File: src/rtl/traffic_pkg.sv
// Shared constants for the traffic controller and its per-lane car counters.
package traffic_pkg;

  localparam int unsigned NUM_LANES = 4;
  localparam int unsigned CAR_CNT_W = 4;

  localparam int unsigned LANE_NS = 0;
  localparam int unsigned LANE_SN = 1;
  localparam int unsigned LANE_EW = 2;
  localparam int unsigned LANE_WE = 3;

  localparam int unsigned DEBOUNCE_DEFAULT = 16;

  typedef logic [CAR_CNT_W-1:0] car_cnt_t;

endpackage

File: src/rtl/lane_debouncer.sv
// One lane: polarity normalisation, two-flop synchroniser, debounce counter and
// accepted level. Emits a one-cycle arrival pulse, combinational from flops only,
// that is high in the cycle the accepted level is about to flip 0 -> 1.
module lane_debouncer
  import traffic_pkg::*;
#(
  parameter int unsigned DEBOUNCE   = DEBOUNCE_DEFAULT,
  parameter bit          ACTIVE_LOW = 1'b1
) (
  input  logic clk,
  input  logic reset,
  input  logic sens,
  output logic arrival
);

  localparam int unsigned DW = (DEBOUNCE > 2) ? $clog2(DEBOUNCE) : 1;
  localparam logic [DW-1:0] DcntMax = DW'(DEBOUNCE - 1);

  logic          s1_q, s2_q;
  logic          stable_q, stable_d;
  logic [DW-1:0] dcnt_q, dcnt_d;

  // Synchroniser, debounce counter and accepted level; all clear to inactive.
  always_ff @(posedge clk) begin
    if (reset) begin
      s1_q     <= 1'b0;
      s2_q     <= 1'b0;
      stable_q <= 1'b0;
      dcnt_q   <= '0;
    end else begin
      s1_q     <= sens ^ ACTIVE_LOW;
      s2_q     <= s1_q;
      stable_q <= stable_d;
      dcnt_q   <= dcnt_d;
    end
  end

  // Accept a new level only after it has differed for DEBOUNCE cycles in a row.
  always_comb begin
    stable_d = stable_q;
    dcnt_d   = dcnt_q;
    if (s2_q == stable_q) begin
      dcnt_d = '0;
    end else if (dcnt_q == DcntMax) begin
      stable_d = s2_q;
      dcnt_d   = '0;
    end else begin
      dcnt_d = dcnt_q + DW'(1);
    end
  end

  // Arrival is the 0 -> 1 acceptance; departures are debounced but not reported.
  always_comb begin
    arrival = ~stable_q & stable_d;
  end

endmodule

File: src/rtl/lane_car_counter.sv
// Four debounced vehicle sensors feeding free-running, wrapping 4-bit car counts.
// Optional feature macro: LANE_CAR_COUNTER_TOTAL_EN adds total_8b, the mod-256
// sum of arrivals over all lanes.
module lane_car_counter
  import traffic_pkg::*;
#(
  parameter int unsigned DEBOUNCE   = DEBOUNCE_DEFAULT,
  parameter bit          ACTIVE_LOW = 1'b1
) (
  input  logic       clk,
  input  logic       reset,
  input  logic       sens_ns,
  input  logic       sens_sn,
  input  logic       sens_ew,
  input  logic       sens_we,
  output logic [3:0] count_ns_4b,
  output logic [3:0] count_sn_4b,
  output logic [3:0] count_ew_4b,
`ifdef LANE_CAR_COUNTER_TOTAL_EN
  output logic [3:0] count_we_4b,
  output logic [7:0] total_8b
`else
  output logic [3:0] count_we_4b
`endif
);

  logic [NUM_LANES-1:0] sens_vec;
  logic [NUM_LANES-1:0] arrival;
  car_cnt_t             count_q [NUM_LANES];

  assign sens_vec[LANE_NS] = sens_ns;
  assign sens_vec[LANE_SN] = sens_sn;
  assign sens_vec[LANE_EW] = sens_ew;
  assign sens_vec[LANE_WE] = sens_we;

  for (genvar l = 0; l < NUM_LANES; l++) begin : g_lane
    lane_debouncer #(
      .DEBOUNCE  (DEBOUNCE),
      .ACTIVE_LOW(ACTIVE_LOW)
    ) u_deb (
      .clk    (clk),
      .reset  (reset),
      .sens   (sens_vec[l]),
      .arrival(arrival[l])
    );
  end

  // Per-lane counts wrap mod 16 and are only ever cleared by reset.
  always_ff @(posedge clk) begin
    for (int l = 0; l < NUM_LANES; l++) begin
      if (reset) begin
        count_q[l] <= '0;
      end else if (arrival[l]) begin
        count_q[l] <= count_q[l] + CAR_CNT_W'(1);
      end
    end
  end

  assign count_ns_4b = count_q[LANE_NS];
  assign count_sn_4b = count_q[LANE_SN];
  assign count_ew_4b = count_q[LANE_EW];
  assign count_we_4b = count_q[LANE_WE];

`ifdef LANE_CAR_COUNTER_TOTAL_EN
  logic [2:0] arr_sum;
  logic [7:0] total_q;

  // Number of lanes accepting an arrival this cycle (0..4).
  always_comb begin
    arr_sum = '0;
    for (int l = 0; l < NUM_LANES; l++) begin
      arr_sum = arr_sum + {2'b00, arrival[l]};
    end
  end

  // Grand total across lanes, wrapping mod 256.
  always_ff @(posedge clk) begin
    if (reset) begin
      total_q <= '0;
    end else begin
      total_q <= total_q + {5'b00000, arr_sum};
    end
  end

  assign total_8b = total_q;
`endif

endmodule

File: config.mk
export PLATFORM = sky130hd
export DESIGN_NAME = lane_car_counter
export DESIGN_NICKNAME = d
export VERILOG_FILES = /design/src/rtl/traffic_pkg.sv /design/src/rtl/lane_debouncer.sv /design/src/rtl/lane_car_counter.sv
export SDC_FILE = /design/constraint.sdc
export NUM_CORES = 1
export LEC_CHECK = 0
export BUFFER_PORTS_ARGS = -buffer_cell sky130_fd_sc_hd__buf_4
export CORE_MARGIN = 2
export CORE_UTILIZATION = 46
export DETAILED_ROUTE_END_ITERATION = 7
export PLACE_DENSITY = 0.65
export SYNTH_ARGS = -nofsm -noshare
export SYNTH_HDL_FRONTEND = slang
export SYNTH_SLANG_ARGS = --single-unit
export TNS_END_PERCENT = 10
File: constraint.sdc
create_clock -name clk -period 1.5 [get_ports clk]
set_input_delay 0.225 -clock clk [delete_from_list [all_inputs] [get_ports clk]]
set_output_delay 0.225 -clock clk [all_outputs]
set_load 0.02 [all_outputs]
==> impl_metrics.env <==
export IMPL_status="complete, no violations"
export IMPL_place_inst=225
export IMPL_synth_top_family_by_area="simple AND/OR/NAND/NOR gates"
export IMPL_rows=22
export IMPL_clkLatencyLatePin_ns=0.28
export IMPL_leakage_nw=0.8874
export IMPL_synth_seq_area_share_pct=58.26
export IMPL_die_h_um=66.33
export IMPL_track_usage_pct=12.17
export IMPL_vias=1098
export IMPL_place_area_mm2=0.001994
export IMPL_synth_xor_area_share_pct=9.804
export IMPL_slew_violations=0
export IMPL_stdcell_area_mm2=0.002095
export IMPL_start_util_pct=48.44
export IMPL_clock_sinks=44
export IMPL_yosys_area_share_simple_pct=19.61
export IMPL_finalHoldViolCount=0
export IMPL_hpwl_um=1844
export IMPL_synth_mux_area_share_pct=2.241
export IMPL_grt_max_degree=25
export IMPL_max_stage_delay_ns=0.36
export IMPL_syn_num_nets=172
export IMPL_grt_first_pass_wirelength_um=4057
export IMPL_cts_buffer_depth=2
export IMPL_crit_family="flip-flops"
export IMPL_crit_path_max_fanout=4
export IMPL_routed_wl_um=2488
export IMPL_cts_buffers=5
export IMPL_finalSetupTns_ns=0
export IMPL_syn_area_per_cell_um2=11.31
export IMPL_clk_pin_slew_ns=0.07
export IMPL_timing_fmax_ghz=0.7233
export IMPL_cts_root_buf="clkbuf_8"
export IMPL_period_share_pct=92.17
export IMPL_cts_tree="done"
export IMPL_worst_slew_pin_slew_ns=0.3899
export IMPL_end_kind="register"
export IMPL_crit_type="reg2reg"
export IMPL_crit_required_ns=1.45
export IMPL_min_path_type="in2reg"
export IMPL_setup_violations=0
export IMPL_path_buf_inv=0
export IMPL_drive_gt1_share_pct=21.08
export IMPL_finClkSkew_ns=0.005320
export IMPL_place_congestion=0.7080
export IMPL_relSlewSlack_pct=73.95
export IMPL_synthCells=158
export IMPL_die_area_mm2=0.004399
export IMPL_fp_coreArea_mm2=0.003689
export IMPL_synth_compound_gate_area_share_pct=3.081
export IMPL_crit_arrival_ns=1.33
export IMPL_ios=22
export IMPL_cts_setup_buffers=0
export IMPL_synth_fa_ha_area_share_pct=5.602
export IMPL_ys_types=18
export IMPL_crit_slowest_cell="dfxtp_1"
export IMPL_synth_seq_cells=44
export IMPL_synth_area_mm2=0.001787
export IMPL_drtIter0Drc=28
export IMPL_globalRoute_totalOverflow=0
export IMPL_drc=0
export IMPL_first_pass_iters=4
export IMPL_postRouteAntennaNets=0
export IMPL_drv_cap=0
export IMPL_vias_per_cell=4.712
export IMPL_final_cell_mix="nor2_1, dfxtp_1, buf_4"
export IMPL_power_density_mw_per_mm2=1009
export IMPL_h_tree_depth=2
export IMPL_area_delta_synth_final_pct=17.23
export IMPL_port_buffers=21
export IMPL_ir_drop_mv=0.8505
export IMPL_grt_pass1_vias=1038
export IMPL_grt_antenna_before_repair=0
export IMPL_nets=198
export IMPL_final_common_cell="nor2_1"
export IMPL_ys_warnings_count=0
export IMPL_startpoint_type="register"
export IMPL_finalNonFillerCells=233
export IMPL_die_w_um=66.33
export IMPL_antenna_cells=0
export IMPL_rsz0062_at_grt="no"
export IMPL_period_minus_slack_ns=1.383
export IMPL_path_cells="ha_1, nand3_2, o21bai_1"
export IMPL_wl_per_cell_um=10.68
[worst register-to-register path, stage by stage (launching register included)]
cell and delay, ns:
dfxtp_1 0.36, ha_1 0.22, nand3_2 0.11, o21bai_1 0.36
[per-layer routing]
| metal | vias up | wire (µm) | track usage [%] |
|---|---|---|---|
| met4 | 0 | 25 | 6.122 |
| met1 | 494 | 1146 | 13.17 |
| li1 | 584 | - | - |
| met2 | 18 | 1221 | 21.75 |
| met3 | 2 | 95 | 3.066 |
| met5 | - | 0 | 0 |
[report_power, final]
group	leakage, nW	switching, W	internal (W)
clock	0.0510	0.000351	0.000367
sequential	0.393	0.0000200	0.00126
combinational	0.444	0.0000631	0.0000501
total	0.887	0.000435	0.00168
[sequential cells by signal, summed over array words and instances (netlist names)]
name                   cells
count_q                   16
g_lane.u_deb.dcnt_q       16
g_lane.u_deb.s1_q          4
g_lane.u_deb.s2_q          4
g_lane.u_deb.stable_q      4
[cell usage after synthesis]
library cell / n / area share (%)
mux2i_1: 4 / 2.2
nand3_1: 8 / 2.2
o21bai_1: 4 / 1.7
buf_2: 2 / 0.56
xor2_1: 12 / 5.9
inv_1: 4 / 0.84
and3_1: 4 / 1.4
dfxtp_1: 28 / 31
nor2b_1: 4 / 1.4
edfxtp_1: 16 / 27
ha_1: 8 / 5.6
nand2b_1: 4 / 1.4
nand2_1: 4 / 0.84
nand3_2: 4 / 2.2
or3_4: 4 / 2.5
nor2_1: 36 / 7.6
xnor2_1: 8 / 3.9
a31oi_1: 4 / 1.4
[worst paths after layout]
check | slack [ns] | startpoint | end | cells past startpoint
worst min-delay path | 0.08 | sens_sn | g_lane[1].u_deb.s1_q | 2
worst max register to register | 0.12 | g_lane[2].u_deb.dcnt_q[0] | count_q[2][0] | 3
worst min register to register | 0.43 | g_lane[0].u_deb.s1_q | g_lane[0].u_deb.s2_q | 1
worst max-delay path | 0.12 | g_lane[2].u_deb.dcnt_q[0] | count_q[2][0] | 3
[through the flow]
| stage | hold WS [ns] | total power [W] | setup WS [ns] | util, % |
|---|---|---|---|---|
| global placement | 0.3783 | 0.001418 | 0.1500 | 54.07 |
| detailed placement | 0.3777 | 0.001422 | 0.1002 | 54.07 |
| floorplan | 0.2917 | 0.001375 | 0.2340 | - |
| CTS | 0.06953 | 0.002149 | 0.08935 | 56.58 |
| finish | 0.08420 | 0.002113 | 0.1174 | 56.78 |
| global route | 0.06845 | 0.002209 | 0.01457 | 56.78 |
[what timing repair did]
item / CTS / global route
hold buffers: 0 / 0
setup endpoints to repair: 0 / 8
gates resized for setup: 0 / 2
[area by class of cell]
type / count / area, µm²
fill: 327 / 1594
clock buffer: 6 / 82.58
tap: 48 / 60.06
timing repair buffer: 21 / 157.7
clock inverter: 2 / 10.01
inverter: 4 / 15.01
multi-input combinational: 108 / 728.2
sequential: 44 / 1041
[logic make-up after synthesis]
logic type                 after synthesis
and+or+nand+nor                         68
DFF                                     44
xor gates and xnor gates                20
AOI/OAI and AO/OA                        8
adders and majority gates                8
buffers and inverters                    6
muxes                                    4
(Power assumes the default switching activity.)
